## config.mk

```make
export PLATFORM = sky130hd
export DESIGN_NAME = strt_validator
export DESIGN_NICKNAME = d
export VERILOG_FILES = /design/src/rtl/strt_validator.sv
export SDC_FILE = /design/constraint.sdc
export NUM_CORES = 1
export LEC_CHECK = 0
export CAP_MARGIN = 25
export CELL_PAD_IN_SITES_DETAIL_PLACEMENT = 1
export CELL_PAD_IN_SITES_GLOBAL_PLACEMENT = 2
export CORE_ASPECT_RATIO = 0.75
export CORE_MARGIN = 1.5
export CORE_UTILIZATION = 30
export CTS_BUF_LIST = sky130_fd_sc_hd__clkbuf_8 sky130_fd_sc_hd__clkbuf_16
export DETAILED_ROUTE_END_ITERATION = 10
export PLACE_DENSITY = 0.75
export SLEW_MARGIN = 20
export SYNTH_ARGS = -nofsm -noshare
export SYNTH_HDL_FRONTEND = slang
export SYNTH_SLANG_ARGS = --single-unit
export TNS_END_PERCENT = 5
```

## constraint.sdc

```tcl
create_clock -name strt_check_clk -period 5.7 [get_ports strt_check_clk]
set_input_delay 1.425 -clock strt_check_clk [delete_from_list [all_inputs] [get_ports strt_check_clk]]
set_output_delay 1.425 -clock strt_check_clk [all_outputs]
set_load 0.02 [all_outputs]
```

## src/rtl/strt_validator.sv

```systemverilog
// strt_validator: start-bit detector for the UART receiver. Falling edge, three-sample majority vote, busy lockout, saturating glitch counter.
// Optional two-flop input synchronizer: define STRT_CHK_SYNC_EN.
module strt_validator #(
  parameter int PS_W  = 6,
  parameter int CNT_W = 8
) (
  input  logic             strt_check_clk,
  input  logic             strt_check_rst,
  input  logic             rx_in,
  input  logic             strt_chk_en,
  input  logic [PS_W-1:0]  prescale,
  input  logic             frame_done,
  input  logic             glitch_cnt_clr,
  output logic             strt_valid,
  output logic             strt_glitch,
  output logic             strt_busy,
  output logic [CNT_W-1:0] glitch_cnt,
  output logic [1:0]       strt_state_dbg
);
  // Handshake: strt_valid and strt_glitch are single-cycle, mutually exclusive pulses with no ready.
  // strt_busy holds from the strt_valid cycle until the cycle after frame_done.
  typedef enum logic [1:0] {IDLE = 2'd0, SAMPLE = 2'd1, BUSY = 2'd2} state_e;

  localparam logic [PS_W-1:0]  PS_MIN  = PS_W'(4);
  localparam logic [CNT_W-1:0] CNT_MAX = {CNT_W{1'b1}};

  state_e           state_q;
  logic             rx_s;
  logic             prev_q;
  logic             s_lo_q;
  logic             s_mid_q;
  logic [PS_W-1:0]  tick_q;
  logic [PS_W-1:0]  ps_l_q;
  logic             valid_q;
  logic             glitch_q;
  logic             busy_q;
  logic [CNT_W-1:0] cnt_q;

  logic [PS_W-1:0]  half_d;
  logic [PS_W-1:0]  ps_d;
  logic [CNT_W-1:0] cnt_d;
  logic             edge_d;
  logic             abort_d;
  logic             decide_d;
  logic             vote_lo_d;
  logic             glitch_d;

`ifdef STRT_CHK_SYNC_EN
  logic [1:0] sync_q;

  always_ff @(posedge strt_check_clk or negedge strt_check_rst) begin
    if (!strt_check_rst) sync_q <= 2'b11;
    else                 sync_q <= {sync_q[0], rx_in};
  end

  assign rx_s = sync_q[1];
`else
  assign rx_s = rx_in;
`endif

  always_comb begin
    half_d    = ps_l_q >> 1;
    ps_d      = (prescale < PS_MIN) ? PS_MIN : prescale;
    edge_d    = (state_q == IDLE) && strt_chk_en && prev_q && !rx_s;
    abort_d   = (state_q == SAMPLE) && !strt_chk_en;
    decide_d  = (state_q == SAMPLE) && strt_chk_en && (tick_q == half_d + PS_W'(1));
    // Live sample at H+1 votes alongside the two captured ones.
    vote_lo_d = (!s_lo_q && !s_mid_q) || (!s_lo_q && !rx_s) || (!s_mid_q && !rx_s);
    glitch_d  = decide_d && !vote_lo_d;
    cnt_d     = cnt_q;
    if (glitch_cnt_clr)                      cnt_d = glitch_d ? CNT_W'(1) : '0;
    else if (glitch_d && (cnt_q != CNT_MAX)) cnt_d = cnt_q + CNT_W'(1);
  end

  always_ff @(posedge strt_check_clk or negedge strt_check_rst) begin
    if (!strt_check_rst) begin
      state_q  <= IDLE;
      prev_q   <= 1'b1;
      s_lo_q   <= 1'b1;
      s_mid_q  <= 1'b1;
      tick_q   <= '0;
      ps_l_q   <= PS_MIN;
      valid_q  <= 1'b0;
      glitch_q <= 1'b0;
      busy_q   <= 1'b0;
      cnt_q    <= '0;
    end else begin
      prev_q   <= rx_s;
      valid_q  <= 1'b0;
      glitch_q <= 1'b0;
      cnt_q    <= cnt_d;
      case (state_q)
        IDLE: begin
          if (edge_d) begin
            state_q <= SAMPLE;
            tick_q  <= PS_W'(1);
            ps_l_q  <= ps_d;
          end
        end
        SAMPLE: begin
          tick_q <= tick_q + PS_W'(1);
          if (tick_q == half_d - PS_W'(1)) s_lo_q  <= rx_s;
          if (tick_q == half_d)            s_mid_q <= rx_s;
          if (abort_d) begin
            state_q <= IDLE;
            tick_q  <= '0;
          end else if (decide_d) begin
            tick_q   <= '0;
            valid_q  <= vote_lo_d;
            glitch_q <= !vote_lo_d;
            busy_q   <= vote_lo_d;
            state_q  <= vote_lo_d ? BUSY : IDLE;
          end
        end
        BUSY: begin
          if (frame_done) begin
            state_q <= IDLE;
            busy_q  <= 1'b0;
          end
        end
        default: state_q <= IDLE;
      endcase
    end
  end

  assign strt_valid     = valid_q;
  assign strt_glitch    = glitch_q;
  assign strt_busy      = busy_q;
  assign glitch_cnt     = cnt_q;
  assign strt_state_dbg = state_q;
endmodule

```

* After elaboration in Yosys (flattened, before gate mapping) *
Cells that the tools add are included.

storage, ports and cells
  output and inout port bits = 13
  input bits = 12
  word-level logic and storage cells = 78
  bits in registers = 28

cells by class
  reduce and logical (&&, ||, !) cells = 28
  order comparisons = 1
  muxes and demuxes = 24
  equality and inequality tests = 11
  add/subtract/negate cells = 4

operators with widths
  kind                   number
  $mux W6                4
  $mux W8                2
  $eq A6 B6 Y1           2
  $pmux W6 S2            1
  $logic_and A1 B1 Y1    11
  $mux W1                10
  $mux W2                5
  $add A8 B1 Y8 const B  1
  $ne A2 B2 Y1 const B   4
  $ne A8 B8 Y1 const B   1
  $reduce_and A2 Y1      4
  $add A5 B1 Y6 const B  1
  $add A6 B1 Y6 const B  1
  $eq A6 B5 Y1           1
  $lt A6 B3 Y1 const B   1
  $pmux W2 S3            1
  $reduce_bool A2 Y1     3
  $sub A5 B1 Y6 const B  1
  $logic_not A1 Y1       5
  $reduce_and A4 Y1      1
  $ne A3 B3 Y1 const B   1
  $reduce_and A3 Y1      1
  $eq A2 B1 Y1 const B   1
  $eq A2 B2 Y1 const B   1
  other kinds (3)        4

* Depth between registers and ports, before layout *
Gate-level depths: netlist of run 1.

  depth after elaboration = 9
  mapped depth = 9
  depth with buffers taken out = 9

* Least setup slack after synthesis of run 1 *
OpenSTA, ideal clock, no wires.

  path kind = input port to flip-flop
  from = in rx_in
  to = reg cnt_q[4] (netlist: glitch_cnt[4])
  arrival = 2.735 ns
  stages on the path = 6
  library setup time = 0.078 ns
  path slack = 2.887 ns
  data required time = 5.622 ns
  buffers on the path = 0
  cell sequence = maj3_1 nand2_1 nor4_2 nand2_1 or4_1 a21oi_1

between the ends
  word-level cells in the longest chain between the ends = 8
  elaborated cells between the ends (all ways) = 9
  classes of those cells = 9 x reduce/logical

RTL lines
  item                                     line  source
  from (decl)                              9     input logic rx_in,
  $logic_not A1 Y1 (*)                     68    vote_lo_d = (!s_lo_q && !s_mid_q) || (!s_lo_q && !rx_s) || (!s_mid_q && !rx_s);
  $logic_and A1 B1 Y1                      68
  $logic_or A1 B1 Y1                       68
  $logic_or A1 B1 Y1 (*)                   68
  $logic_not A1 Y1 (*)                     69    glitch_d = decide_d && !vote_lo_d;
  $logic_and A1 B1 Y1 (*)                  69
  $logic_and A1 B1 Y1 (*)                  72    else if (glitch_d && (cnt_q != CNT_MAX)) cnt_d = cnt_q + CNT_W'(1);
  $reduce_bool A2 Y1 (no source line) (*)  n/a
  to (signal assigned)                     91    cnt_q <= cnt_d;
  to (decl)                                37    logic [CNT_W-1:0] cnt_q;

Mark *: on every way between the ends. The rest lies on a longest branch, timed or not.
A chain may end at the register's enable or synchronous reset.

* Worst setup path in the final report of run 1 *
Ends and elaborated chain as after synthesis.

==> impl_metrics.env, run 1 <==
export IMPL_drtIter0Drc=54
export IMPL_ys_top_cells_by_area="dfrtp_1, dfstp_2, xnor2_1"
export IMPL_cts_buffer_depth=2
export IMPL_slew_viol_final=0
export IMPL_slowest_stage="clkdlybuf4s50_1"
export IMPL_timing_setup_tns_ns=0
export IMPL_dr_pass1_iters=4
export IMPL_critPathLaunchType="input pin"
export IMPL_synth_top_area_cell="dfrtp_1"
export IMPL_reg2regPathDepth=8
export IMPL_gp_congestion=0.772
export IMPL_met3_length_um=97
export IMPL_dieArea_sq_mm=0.00576
export IMPL_p_leak_nw=0.808
export IMPL_antenna_found_initial=0
export IMPL_hold_depth=2
export IMPL_power_share_sequential=0.487
export IMPL_holdCritStartpoint="strt_busy$_DFFE_PN0P_"
export IMPL_crit_chain="clkdlybuf4s50_1 > maj3_1 > nand2_1 > nor4_2 > nand2_1 > or4_1 > a21oi_1"
export IMPL_multiInputGateArea_sq_um=846
export IMPL_crit_family="simple AND/OR/NAND/NOR gates"
export IMPL_crit_path_max_fanout=8
export IMPL_die_x_um=87.1
export IMPL_cts_root_buffer="clkbuf_8"
export IMPL_clock_skew_ns=0.00151
export IMPL_min_period_over_period=0.599
export IMPL_worst_pin_slew_ns=0.630
export IMPL_final_net_count=205
export IMPL_r2r_end="glitch_cnt[4]$_DFFE_PN0P_"
export IMPL_num_vias=1349
export IMPL_cts_num_sinks=27
export IMPL_drt_total_wl_mm=4.09
export IMPL_grt_overflow_total=0
export IMPL_remaining_drc_errors=0
export IMPL_cts_hold_buf=0
export IMPL_wl_per_cell_um=15.7
export IMPL_numCtsBuffers=3
export IMPL_synth_ff_type="dfrtp_1"
export IMPL_crit_top_cell="nand2_1"
export IMPL_async_reset_ff_frac=1.00
export IMPL_dr_wl_met2_mm=1.91
export IMPL_fmax_ghz=0.293
export IMPL_clkPwrFrac=0.202
export IMPL_cp_data_required_time_ns=5.90
export IMPL_wl_met1_mm=2.06
export IMPL_rsz0062_at_grt="no"
export IMPL_relSlewSlack=0.574
export IMPL_grt_pass1_vias=1440
export IMPL_power_density_mw_per_mm2=275
export IMPL_synth_edf_count=0
export IMPL_grt_max_degree=28
export IMPL_period_minus_slack_ns=3.42
export IMPL_status="finished clean"
export IMPL_slowest_delay_ns=0.56
export IMPL_p_sw_frac=0.351
export IMPL_ant_nets=0
export IMPL_finalPower_w=0.000532
export IMPL_yosysMostFrequentCell="dfrtp_1"
export IMPL_seq_area_frac_synth=0.428
export IMPL_combPwrFrac=0.311
export IMPL_h_tree_depth=1
export IMPL_setup_viol=0
export IMPL_cts_setup_buffers=0
export IMPL_yosys_warnings=0
export IMPL_fill_cells=588
export IMPL_final_seq_area_sq_um=681
export IMPL_chipHeight_um=66.1
export IMPL_synthCells=166
export IMPL_io_pins=25
export IMPL_tritoncts="done"
export IMPL_num_antenna_cells=0
export IMPL_hold_path_class="register to register"
export IMPL_clk_latency_ns=0.27
export IMPL_viasPerCell=5.19
export IMPL_io_buffers=23
export IMPL_p_switching_w=0.000187
export IMPL_num_rows=22
export IMPL_yosysTopAreaCellShare=0.362
export IMPL_grt_total_usage=0.158
export IMPL_drive_above_1_share=0.101
export IMPL_crit_start="rx_in"
export IMPL_cts_resized_gates=0
export IMPL_min_to="strt_busy$_DFFE_PN0P_"
export IMPL_synth_net_count=182
export IMPL_place_hpwl_mm=3.11
export IMPL_peakVddDrop_uv=81.7
export IMPL_syn_area_per_cell_sq_um=9.59
export IMPL_reg2reg_slack_ns=3.14
export IMPL_reg2reg_from="ps_l_q[2]$_DFFE_PN1P_"
export IMPL_final_hold_viol_count=0
export IMPL_internal_power_w=0.000345
export IMPL_grt_pass1_wl_mm=6.99
export IMPL_drv_cap=0
export IMPL_syn_cell_area_sq_mm=0.00159
export IMPL_area_growth_pct=21.7
export IMPL_start_util=0.318
export IMPL_worstSetupEndpointType="register"
export IMPL_dr_max_layer_used="met4"
export IMPL_synth_commonest_cells="dfrtp_1, nand2_1, a21oi_1, inv_1, nor2_1"
export IMPL_synth_seq_cells=27
export IMPL_synth_cell_type_count=49
export IMPL_path_clk_slew_ns=0.09
export IMPL_crit_buf_inv=1
export IMPL_timing_worst_setup_path_type="input pin to register"
export IMPL_arrival_ns=3.62
export IMPL_core_area_sq_mm=0.00501
[metal layers]
metal,up-vias,track usage
li1,642,-
met1,681,0.211
met2,22,0.264
met3,4,0.0275
met4,0,0.0437
met5,-,0
[final cells by class]
| cell class | count | share of cell area |
|---|---|---|
| inverters | 10 | 0.0194 |
| repair buffers | 24 | 0.123 |
| clock inverters | 1 | 0.00194 |
| multi-input cells | 123 | 0.437 |
| flip-flops and latches | 27 | 0.351 |
| well taps | 72 | 0.0465 |
| clock buffers | 3 | 0.0213 |
[flip-flops by register name, indices dropped and copies added, names as in the netlist]
register / flops
glitch_cnt: 8
tick_q: 6
ps_l_q: 5
strt_state_dbg: 2
prev_q: 1
s_lo_q: 1
s_mid_q: 1
strt_busy: 1
strt_glitch: 1
strt_valid: 1
[cell usage in the layout, fill, tap and decap left out, types with 2 or more instances in the layout]
master and count:
a211o_1 2, a21o_1 3, a21oi_1 10, a221oi_1 2, and3_1 3, clkbuf_8 3
clkdlybuf4s50_1 23, dfrtp_1 23, dfstp_2 4, ha_1 4, inv_1 11, mux2_2 5
nand2_1 14, nand2b_1 2, nand3_1 6, nand4_1 3, nand4b_1 3, nor2_1 9
nor2b_1 3, nor3_1 7, o21ai_0 4, o31ai_1 4, or3_1 2, or4_1 4
xnor2_1 7, xor2_1 5
[metrics by stage]
stage / utilization / hold slack (ns) / cells / worst slack (ns) / area (sq um)
finish: 0.387 / 0.560 / 260 / 2.28 / 1940
global route: 0.387 / 0.597 / 260 / 2.14 / 1940
CTS: 0.387 / 0.561 / 260 / 2.28 / 1940
detailed placement: 0.378 / 0.546 / 256 / 2.02 / 1890
global placement: 0.378 / 0.535 / 256 / 2.08 / 1890
floorplan: - / 0.501 / 166 / 2.89 / 1590
[power by group through the flow]
stage                     registers (W)  logic [W]  clock network [W]
after floorplan                0.000250   0.000125                  0
after global placement         0.000260   0.000160                  0
after detailed placement       0.000262   0.000166                  0
after CTS                      0.000259   0.000167           0.000115
after global routing           0.000265   0.000188           0.000122
final                          0.000259   0.000165           0.000108
[kinds of logic after synthesis]
logic type      after synthesis  share of synthesized area
buf+inv                      16                     0.0409
xor+xnor                     12                     0.0660
compound gates               33                      0.139
simple gates                 67                      0.247
mux                           6                     0.0417
fa+ha+maj                     5                     0.0377
flops                        27                      0.428
[worst max path at each step]
stage / cells past startpoint / slack (ns) / to
floorplan: 6 / 2.89 / glitch_cnt[4]$_DFFE_PN0P_
global placement: 7 / 2.08 / glitch_cnt[7]$_DFFE_PN0P_
detailed placement: 7 / 2.02 / glitch_cnt[4]$_DFFE_PN0P_
CTS: 7 / 2.28 / glitch_cnt[4]$_DFFE_PN0P_
global route: 7 / 2.14 / glitch_cnt[4]$_DFFE_PN0P_
finish: 7 / 2.28 / glitch_cnt[4]$_DFFE_PN0P_
[tightest hold or removal path: cells and delay by family (launching register included)]
| family | cells | cell delay (ns) |
|---|---|---|
| buf+inv | 1 | 0.06 |
| flops | 1 | 0.39 |
| compound gates | 1 | 0.07 |
Note: power is estimated with default switching activity, not from simulation.
==> inputs of run 2 (changes only) <==
==> constraint.sdc (replaced) <==
create_clock -name strt_check_clk -period 3.5 [get_ports strt_check_clk]
set_input_delay 0.875 -clock strt_check_clk [delete_from_list [all_inputs] [get_ports strt_check_clk]]
set_output_delay 0.875 -clock strt_check_clk [all_outputs]
set_load 0.02 [all_outputs]
==> run 2 against run 1 <==
Net effect: non-clock buffer count did not move; sequential power rose by 63%; die area unchanged; combinational power rose by 68%; first-iteration DRC count down 33%; utilization about the same; clock skew grew 0.0054 ns; via count rose by 0.52%; wire length rose by 6.2%; cell count is the same; flip-flop and latch count is the same; highest routed layer unchanged.
==> impl_metrics.env, run 2 (synthesis results as in run 1) <==
export IMPL_fmax_ghz=0.345
export IMPL_final_hold_viol_count=0
export IMPL_ant_nets=0
export IMPL_start_util=0.318
export IMPL_crit_path_max_fanout=8
export IMPL_h_tree_depth=1
export IMPL_drt_total_wl_mm=4.35
export IMPL_p_leak_nw=0.806
export IMPL_dr_pass1_iters=6
export IMPL_cts_resized_gates=0
export IMPL_p_sw_frac=0.358
export IMPL_min_to="strt_busy$_DFFE_PN0P_"
export IMPL_cp_data_required_time_ns=3.70
export IMPL_area_growth_pct=21.8
export IMPL_cts_hold_buf=0
export IMPL_slew_viol_final=0
export IMPL_status="finished clean"
export IMPL_dieArea_sq_mm=0.00576
export IMPL_clk_latency_ns=0.27
export IMPL_wl_per_cell_um=16.7
export IMPL_reg2reg_from="ps_l_q[2]$_DFFE_PN1P_"
export IMPL_peakVddDrop_uv=156
export IMPL_internal_power_w=0.000565
export IMPL_period_minus_slack_ns=2.90
export IMPL_cts_buffer_depth=2
export IMPL_num_antenna_cells=0
export IMPL_timing_worst_setup_path_type="input pin to register"
export IMPL_reg2regPathDepth=8
export IMPL_antenna_found_initial=0
export IMPL_arrival_ns=3.10
export IMPL_place_hpwl_mm=3.35
export IMPL_clkPwrFrac=0.205
export IMPL_chipHeight_um=66.1
export IMPL_relSlewSlack=0.527
export IMPL_final_net_count=205
export IMPL_reg2reg_slack_ns=0.83
export IMPL_largest_register_ffs=8
export IMPL_setup_viol=0
export IMPL_grt_overflow_total=0
export IMPL_final_cell_mix="dfrtp_1, clkdlybuf4s50_1, nand2_1"
export IMPL_drtIter0Drc=36
export IMPL_cts_root_buffer="clkbuf_8"
export IMPL_hold_depth=2
export IMPL_remaining_drc_errors=0
export IMPL_die_x_um=87.1
export IMPL_p_switching_w=0.000315
export IMPL_gp_congestion=0.775
export IMPL_grt_pass1_wl_mm=7.28
export IMPL_num_rows=22
export IMPL_combPwrFrac=0.315
export IMPL_critPathLaunchType="input pin"
export IMPL_numCtsBuffers=3
export IMPL_power_density_mw_per_mm2=454
export IMPL_design_area_sq_mm=0.00194
export IMPL_core_area_sq_mm=0.00501
export IMPL_timing_setup_tns_ns=0
export IMPL_drv_cap=0
export IMPL_r2r_end="glitch_cnt[7]$_DFFE_PN0P_"
export IMPL_grt_pass1_vias=1445
export IMPL_worstSetupEndpointType="register"
export IMPL_cts_num_sinks=27
export IMPL_io_pins=25
export IMPL_min_period_over_period=0.829
export IMPL_rsz0062_at_grt="no"
export IMPL_power_share_sequential=0.480
export IMPL_hold_path_class="register to register"
export IMPL_num_vias=1356
export IMPL_holdCritStartpoint="strt_busy$_DFFE_PN0P_"
export IMPL_clock_skew_ns=0.00691
export IMPL_grt_max_degree=28
export IMPL_grt_total_usage=0.167
export IMPL_crit_start="rx_in"
export IMPL_path_clk_slew_ns=0.09
export IMPL_viasPerCell=5.22
export IMPL_tritoncts="done"
export IMPL_io_buffers=23
export IMPL_dpl_cell_area_sq_mm=0.00189
export IMPL_cts_setup_buffers=0
export IMPL_worst_pin_slew_ns=0.700
export IMPL_drive_above_1_share=0.106
## run 2: cell count changes in the layout (fill, tap and decap cells not counted)
cell,previous run,this run
clkinv_2,0,1
inv_1,11,10
## run 2: critical path, cell delays in order
cell and delay, ns:
clkdlybuf4s50_1 0.55, maj3_1 0.34, nand2_1 0.10, nor4_2 0.27
nand2_1 0.25, or4_1 0.56, a21oi_1 0.15
## run 2: through the flow
stage / power, W / instances / utilization / setup WS, ns / hold slack (ns)
final: 0.000880 / 260 / 0.387 / 0.597 / 0.542
after global routing: 0.000937 / 260 / 0.387 / 0.459 / 0.579
after CTS: 0.000893 / 260 / 0.387 / 0.608 / 0.551
after detailed placement: 0.000709 / 256 / 0.378 / 0.328 / 0.533
after global placement: 0.000685 / 256 / 0.378 / 0.433 / 0.536
after floorplan: 0.000610 / 166 / - / 1.24 / 0.501
## run 2: final cells by class
class	count	area (sq um)
multi-input combinational	123	846
timing repair buffer	24	238
sequential	27	681
fill	599	3070
tap	72	90.1
inverter	10	37.5
clock buffer	3	41.3
clock inverter	1	5.00
## run 2: how the worst max path moves through the flow
| stage | endpoint | slack, ns |
|---|---|---|
| after floorplan | glitch_cnt[4]$_DFFE_PN0P_ | 1.24 |
| after global placement | glitch_cnt[7]$_DFFE_PN0P_ | 0.43 |
| after detailed placement | glitch_cnt[4]$_DFFE_PN0P_ | 0.33 |
| after CTS | glitch_cnt[4]$_DFFE_PN0P_ | 0.61 |
| after global routing | glitch_cnt[4]$_DFFE_PN0P_ | 0.46 |
| final | glitch_cnt[7]$_DFFE_PN0P_ | 0.60 |
## run 2: power by group through the flow
stage	combinational [W]	clock, W	sequential (W)
finish	0.000277	0.000180	0.000423
global route	0.000304	0.000201	0.000432
CTS	0.000280	0.000189	0.000424
detailed placement	0.000278	0	0.000430
global placement	0.000261	0	0.000424
floorplan	0.000204	0	0.000406
## run 2: metal layers
metal / global-route usage / wire length (um) / up-vias
met4: 0.0357 / 30 / 0
met3: 0.0300 / 89 / 2
li1: - / - / 644
met5: 0 / 0 / -
met2: 0.280 / 2070 / 22
met1: 0.224 / 2160 / 688
